===== src/rtl/cby_param.sv =====
// cby_param: Y-channel connection block with scan-chain configured IPIN muxes and pass-through tracks.
module cby_param #(
    parameter int CHAN_W       = 9,
    parameter int N_IPIN       = 10,
    parameter int MUX_SIZE     = 6,
    parameter int TRACK_STRIDE = 4,
    parameter int OUT_REG      = 0
) (
    input  logic              prog_clk,
    input  logic              prog_reset,
    input  logic [CHAN_W-1:0] chany_bottom_in,
    input  logic [CHAN_W-1:0] chany_top_in,
    input  logic              ccff_head,
    input  logic              ccff_en,
    output logic [CHAN_W-1:0] chany_bottom_out,
    output logic [CHAN_W-1:0] chany_top_out,
    output logic [N_IPIN-1:0] ipin_out,
    output logic              ccff_tail,
    output logic              cfg_done
);
    localparam int SEL_W    = $clog2(MUX_SIZE);
    localparam int CFG_BITS = N_IPIN * SEL_W;
    localparam int CNT_W    = $clog2(CFG_BITS + 1);
    localparam logic [SEL_W:0] SEL_LIM = (SEL_W + 1)'(MUX_SIZE);
    typedef enum logic [1:0] {IDLE, SHIFT, DONE} state_t;
    state_t              r_state, w_nstate;
    logic [CNT_W-1:0]    r_cnt, w_ncnt;
    logic [CFG_BITS-1:0] r_chain;
    logic [N_IPIN-1:0]   w_mux, w_gated;
    assign chany_top_out    = chany_bottom_in;
    assign chany_bottom_out = chany_top_in;
    assign ccff_tail        = r_chain[CFG_BITS-1];
    always_ff @(posedge prog_clk) begin
        if (prog_reset) begin
            r_state <= IDLE;
            r_cnt   <= '0;
            r_chain <= '0;
        end else if (ccff_en) begin
            r_state <= w_nstate;
            r_cnt   <= w_ncnt;
            r_chain <= {r_chain[CFG_BITS-2:0], ccff_head};
        end
    end
    // every enabled shift lands in SHIFT unless it completes the chain
    always_comb begin
        w_nstate = (r_state == SHIFT && r_cnt == CNT_W'(CFG_BITS - 1)) ? DONE : SHIFT;
        w_ncnt   = (r_state == SHIFT) ? r_cnt + 1'b1 : CNT_W'(1);
    end
    always_comb begin
        cfg_done = (r_state == DONE);
    end
    for (genvar k = 0; k < N_IPIN; k++) begin : g_ipin
        logic [MUX_SIZE-1:0] w_in;
        logic [SEL_W-1:0]    w_sel;
        for (genvar m = 0; m < MUX_SIZE / 2; m++) begin : g_pair
            localparam int T = (k + m * TRACK_STRIDE) % CHAN_W;
            assign w_in[2*m]   = chany_bottom_in[T];
            assign w_in[2*m+1] = chany_top_in[T];
        end
        assign w_sel    = r_chain[k*SEL_W +: SEL_W];
        assign w_mux[k] = ({1'b0, w_sel} < SEL_LIM) ? w_in[w_sel] : 1'b0;
    end
    assign w_gated = w_mux & {N_IPIN{cfg_done}};
    if (OUT_REG != 0) begin : g_reg
        logic [N_IPIN-1:0] r_ipin;
        always_ff @(posedge prog_clk) begin
            r_ipin <= prog_reset ? '0 : w_gated;
        end
        assign ipin_out = r_ipin;
    end else begin : g_comb
        assign ipin_out = w_gated;
    end
endmodule


===== config.mk =====
export PLATFORM = sky130hd
export DESIGN_NAME = cby_param
export DESIGN_NICKNAME = d
export VERILOG_FILES = /design/src/rtl/cby_param.sv
export SDC_FILE = /design/constraint.sdc
export NUM_CORES = 1
export LEC_CHECK = 0
export ABC_AREA = 0
export ABC_CLOCK_PERIOD_IN_PS = 1500
export BUFFER_PORTS_ARGS = -buffer_cell sky130_fd_sc_hd__buf_2
export CAP_MARGIN = 20
export CORE_ASPECT_RATIO = 1.2
export CORE_MARGIN = 10
export CORE_UTILIZATION = 47
export DETAILED_ROUTE_END_ITERATION = 8
export PLACE_DENSITY = 0.8
export SLEW_MARGIN = 30
export SYNTH_ARGS = -nofsm -noshare
export SYNTH_HDL_FRONTEND = slang
export SYNTH_SLANG_ARGS = --single-unit

===== constraint.sdc =====
create_clock -name prog_clk -period 1.5 [get_ports prog_clk]
set_input_delay 0.3 -clock prog_clk [delete_from_list [all_inputs] [get_ports prog_clk]]
set_output_delay 0.3 -clock prog_clk [all_outputs]
set_load 0.02 [all_outputs]

==> results of run 1 <==
==> cell type report <==
class / count / area [µm²] / share of cell area, %
clock buffer: 7 / 96.3 / 3.64
sequential: 37 / 754 / 28.5
clock inverter: 1 / 5.00 / 0.189
timing repair buffer: 85 / 566 / 21.3
inverter: 2 / 7.51 / 0.283
tap: 56 / 70.1 / 2.64
multi-input combinational: 136 / 1150 / 43.4
==> report_power, final <==
group	switching (mW)	total, mW	internal (mW)
Combinational	0.148	0.271	0.124
Sequential	0.0108	1.00	0.991
Clock	0.360	0.776	0.415
Total	0.518	2.05	1.53
==> metal layers <==
layer	track usage [%]	routed length, µm	up-vias
li1	-	-	830
met1	17.8	2260	833
met2	25.6	2640	59
met3	6.54	467	4
met4	4.41	61	0
met5	0	0	-
==> sequential cells by signal, indices dropped and copies added (netlist names) <==
signal	count
r_chain	30
r_cnt	5
r_state	2
==> cells by family after synthesis <==
logic type | Yosys count | share of synthesized area (%)
DFF | 37 | 36.5
xor gates and xnor gates | 3 | 1.30
and+or+nand+nor | 67 | 15.0
AOI/OAI and AO/OA | 14 | 5.37
adders and majority gates | 2 | 1.23
muxes | 50 | 30.8
buffers and inverters | 31 | 9.75
==> cells in the final DEF (no fill, tap or decap), drive strengths merged <==
master and count:
a211oi 1, a21o 1, buf 85, clkbuf 7
clkinv 1, dfxtp 37, ha 2, inv 2
mux2i 40, mux4 10, nand2 12, nand2b 1
nand3 1, nand3b 9, nand4 2, nor2 38
nor2b 2, nor3 1, nor3b 1, o21a 1
o31ai 9, o32a 1, o32ai 1, xor2 3
==> how the worst max path moves through the flow <==
| stage | start | end | slack (ns) | depth (start not counted) |
|---|---|---|---|---|
| 2_1_floorplan | r_chain[27] | ipin_out[9] | 0.009 | 3 |
| 3_3_place_gp | chany_bottom_in[0] | ipin_out[9] | -0.15 | 5 |
| 3_5_place_dp | chany_bottom_in[0] | ipin_out[9] | -0.17 | 5 |
| 4_1_cts | r_chain[27] | ipin_out[9] | -0.41 | 4 |
| 5_1_grt | r_chain[27] | ipin_out[9] | -0.43 | 4 |
| 6_report | r_chain[27] | ipin_out[9] | -0.40 | 4 |
==> repair_timing <==
item / CTS / global route
endpoints found under the hold margin: 0 / 0
buffers inserted: 0 / 0
endpoints found under the setup margin: 11 / 11
gates cloned: 1 / 0
gates resized for setup: 28 / 2
pin swaps: 9 / 0
==> synth_stat cells (all sizes together) <==
master	instances
buf	24
a21o	1
mux4	10
nand4	2
nand2b	1
o21a	1
nor3b	1
inv	2
nor3	1
o31ai	9
clkbuf	5
o32a	1
nor2b	2
nand3	1
o32ai	1
nand2	12
dfxtp	37
xor2	3
a211oi	1
mux2i	40
nand3b	9
ha	2
nor2	38
==> critical path, stage by stage (launching register included) <==
cell and delay (ns):
dfxtp_2 0.35, mux4_2 0.50, nor2b_4 0.14, o21a_2 0.19
buf_6 0.13
==> stage by stage <==
step / utilization, % / hold WS (ns) / cells
CTS: 62.5 / 0.247 / 324
finish: 62.7 / 0.259 / 324
floorplan: - / 0.447 / 204
global route: 62.7 / 0.289 / 324
detailed placement: 58.4 / 0.496 / 315
global placement: 58.4 / 0.500 / 315
==> impl_results.md, run 1 <==
* Max Clk Rate at 527 MHz
* Final hold violation count at 0
* GRT overflow at 0
* Number of CTS-inserted buffers at 5
* Status: finished with violations
* Max-Cap Viols at 0
* Worst IR Drop VDD at 0.646 mV
* Starting Density at between 40% and 50%
* Dpl ws at -0.171 ns
* Unrepaired setup endpoints after global routing: yes
* Vias per cell at 5.33
* Wire per inst at 16.8 µm
* Synth Area per Inst at 9.94 µm²
* CP Capture Type: primary output
* Dpl hpwl at 4070 µm
* Drt initial violations at 128
* Die Width at 80.0 µm
* N_diodes at 0
* Pwr dens at 773 mW/mm²
* Die Span Y at 92.0 µm
* Std-Cell Rows at 26
* Initial antenna violation count at 0
* Crit path DAT at 1.60 ns
* Worst R2R Start: r_cnt[0]
* Setup-failing EPs final at 10
* CTS H-Tree Depth at 2
* Worst Hold Path Cells at 3
* Sequential share of the synthesized area at 36.5%
* Syn Inst Count at 204
* WHS Endpoint: r_chain[0]
* GPL Wtd Cong at 0.851
* Synth top area share at 36.5%
* Yosys reg bits at 37
* Syn nets at 228
* Global-route total usage across every layer at 15.5%
* Reg2Reg Setup Slack at 0.32 ns
* CP Max Fanout at 2
* Vias in the first global route at 1860
* First-pass DRT Iterations at 4
* Worst clock skew at 0.00574 ns
* Placed cell area at between 0.002 and 0.0025 mm²
* Final Max Tran Viols at 0
* Reg2reg end: r_state[0]
* Failing checks: setup timing
* Crit share post-route at 127%
* Area of the die at 0.00735 mm²
* CTS tree: yes
* Syn Std Cell Area at 0.00203 mm²
* Hold Crit Start: ccff_head
* Fin area at 0.00265 mm²
* Core area at about 0.0042 mm²
* Kind of critical path: reg2out
* Total power at 2.05 mW
* Antenna-violating nets left at 0
* Worst setup margin at -0.398 ns
* Via count at 1726
* Clock Tree Buf Depth at 2
* Nets at 291
* Share of cells above drive strength 1 at between 40% and 50%
* Clock latency on the worst-skew pair at 0.29 ns
* Worst Hold Class: in2reg
* # hold bufs at CTS at 0
* Root buffer cell: clkbuf_8
* Largest cells by area after synthesis: dfxtp_1, mux2i_1, mux4_2
* CP required at 1.20 ns
* Worst-Margin Slew at 0.321 ns
* Setup TNS at -2.78 ns
* Ys Warns at 0
* Fillers at 356
* Detailed-route wire length at roughly 5400 µm
* # IOs at 52
* Minimum clock period at 1.90 ns
* Leakage at 1.17 nW
* Clock sinks at 37
* Yosys cell types at 25
* Slew HR at 78.6%
* Wire length of the first global-routing pass at 9070 µm
* Largest net degree at the start of global routing at 27
* Worst Reg-to-Reg Cells at 4
* Area growth syn-to-layout at 30.7%
* Area leader, netlist: dfxtp_1
* Clock transition at path regs at 0.08 ns
* Startpoint types: register
* Port buffer count at 51
* Post-route DRC violation count at 0
Power figures use the tool's default switching activity.
==> run 2: changes to the inputs <==
- MAX_ROUTING_LAYER: default -> met4
==> impl_results.md, run 2 (synthesis results as in run 1) <==
* Core area at 0.00423 mm² (unchanged)
* CP cell instances: mux4_2, nor2b_4, o21a_2, buf_6 (unchanged)
* CP required at 1.20 ns (about the same)
* Met2 Track Usage GR at 25.6% (unchanged)
* Biggest regs: r_chain x30, r_cnt x5, r_state x2 (unchanged)
* N_diodes at 0 (unchanged)
* Antenna-violating nets left at 0 (unchanged)
* GPL Wtd Cong at 0.865 (was 0.851)
* WP buf/inv at 1 (unchanged)
* Leakage at 1.17 nW (unchanged)
* Post-route DRC violation count at 0 (unchanged)
* Crit path largest cell delay at 0.50 ns (about the same)
* Placed cell area at 0.00247 mm² (unchanged)
* First-pass DRT Iterations at 4 (unchanged)
* CTS tree: yes (unchanged)
* Worst R2R Start: r_cnt[0] (unchanged)
* Number of CTS-inserted buffers at 5 (unchanged)
* Worst setup margin at -0.396 ns (was -0.398 ns)
* Root buffer cell: clkbuf_8 (unchanged)
* Drt initial violations at 113 (was 128)
* Minimum clock period at 1.90 ns (about the same)
* Worst IR Drop VDD at 0.647 mV (was 0.646 mV)
* Crit share post-route at 126% (was 127%)
* Kind of critical path: reg2out (unchanged)
* GRT overflow at 0 (unchanged)
* Clock sinks at 37 (unchanged)
* Dpl hpwl at 4070 µm (unchanged)
* Slew HR at 78.6% (about the same)
* Via count at 1721 (was 1726)
* Startpoint types: register (unchanged)
* Global-route total usage across every layer at 16.0% (was 15.5%)
* Crit path max-delay cell type: mux4_2 (unchanged)
* Crit path launch: r_chain[27] (unchanged)
* Nets at 291 (unchanged)
* Met1 Use GR at 18.7% (was 17.8%)
* CTS H-Tree Depth at 2 (unchanged)
* Area of the die at 0.00735 mm² (unchanged)
* Starting Density at 48.0% (unchanged)
* M3 GR Usage at 4.98% (was 6.54%)
* Biggest register: r_chain (unchanged)
* CP Max Fanout at 2 (unchanged)
* Std-Cell Rows at 26 (unchanged)
* Dpl cells at 315 (unchanged)
* Wire per inst at 16.9 µm (was 16.8 µm)
* Max reg flops at 30 (unchanged)
* Max Clk Rate at 527 MHz (about the same)
* Post-CTS Setup Bufs at 0 (unchanged)
* Clock transition at path regs at 0.08 ns (about the same)
* Port buffer count at 51 (unchanged)
* Unrepaired setup endpoints after global routing: yes (unchanged)
* Clock Tree Buf Depth at 2 (unchanged)
* Final Max Tran Viols at 0 (unchanged)
* Top delay family on crit path: multiplexers (unchanged)
* Area growth syn-to-layout at 30.7% (unchanged)
* Fin area at 0.00265 mm² (unchanged)
* Non-Filler Instances at 324 (unchanged)
* Final hold violation count at 0 (unchanged)
* Clock latency on the worst-skew pair at 0.29 ns (about the same)
* Max-Cap Viols at 0 (unchanged)
* Status: finished with violations (unchanged)
* Vias per cell at 5.31 (was 5.33)
* Setup-failing EPs final at 10 (unchanged)
* Most Crowded Layer GR: met2 (unchanged)
* Worst clock skew at 0.00416 ns (was 0.00574 ns)
* Pwr dens at 773 mW/mm² (about the same)
* Wire length of the first global-routing pass at 9080 µm (was 9070 µm)
* Commonest cells after routing, fill and taps aside: mux2i_1, buf_4, buf_2 (unchanged)
* Share of cells above drive strength 1 at 47.0% (unchanged)
* Vias in the first global route at 1865 (was 1860)
* Largest net degree at the start of global routing at 27 (unchanged)
* Failing checks: setup timing (unchanged)
* Worst-Margin Slew at 0.322 ns (was 0.321 ns)
* Detailed-route wire length at 5470 µm (was 5430 µm)
* Worst Hold Class: in2reg (unchanged)
* Die Width at 80.0 µm (unchanged)
* # IOs at 52 (unchanged)
* Hold Crit Start: ccff_head (unchanged)
* Crit path DAT at 1.60 ns (about the same)
* Die Span Y at 92.0 µm (unchanged)
* CP Capture Type: primary output (unchanged)
* Initial antenna violation count at 0 (unchanged)
[run 2: where the power goes]
group | internal, mW | switching (mW)
registers | 0.991 | 0.0108
clock network | 0.415 | 0.359
logic | 0.124 | 0.147
total | 1.53 | 0.518
[run 2: repair_timing]
item | CTS | global route
endpoints found under the hold margin | 0 | 0
pin swaps | 9 | 0
gates resized for setup | 28 | 2
setup endpoints to repair | 11 | 11
hold buffers | 0 | 0
gates cloned | 1 | 0
[run 2: layer usage]
layer | wire length (µm) | vias to the layer above
li1 | - | 827
met1 | 2390 | 826
met2 | 2640 | 63
met3 | 381 | 5
met4 | 59 | 0
met5 | 0 | -
[run 2: cell type report]
type	count	area [µm²]
clock buffer	7	96.3
clock inverter	1	5.00
fill	356	1580
inverter	2	7.51
multi-input combinational	136	1150
sequential	37	754
tap	56	70.1
timing repair buffer	85	566
[run 2: path summary, 6_finish.rpt]
kind | to | slack (ns) | cells after the start
worst max-delay path | ipin_out[9] | -0.40 | 4
worst min-delay path | r_chain[0] | 0.26 | 3
worst max register to register | r_state[0] | 0.31 | 4
worst min register to register | r_cnt[1] | 0.52 | 2
[run 2: worst min-delay path, stage by stage]
cell and delay, ns:
buf_2 0.08, mux2i_1 0.06, nor2_1 0.08
[run 2: stage by stage]
stage | TNS (ns) | util, % | setup WS [ns] | hold slack, ns | power, mW
floorplan | 0 | - | 0.00915 | 0.447 | 1.20
global placement | -0.506 | 58.4 | -0.154 | 0.500 | 1.29
detailed placement | -0.608 | 58.4 | -0.171 | 0.496 | 1.29
CTS | -2.89 | 62.5 | -0.405 | 0.247 | 2.07
global route | -3.36 | 62.7 | -0.432 | 0.289 | 2.13
finish | -2.77 | 62.7 | -0.396 | 0.263 | 2.05
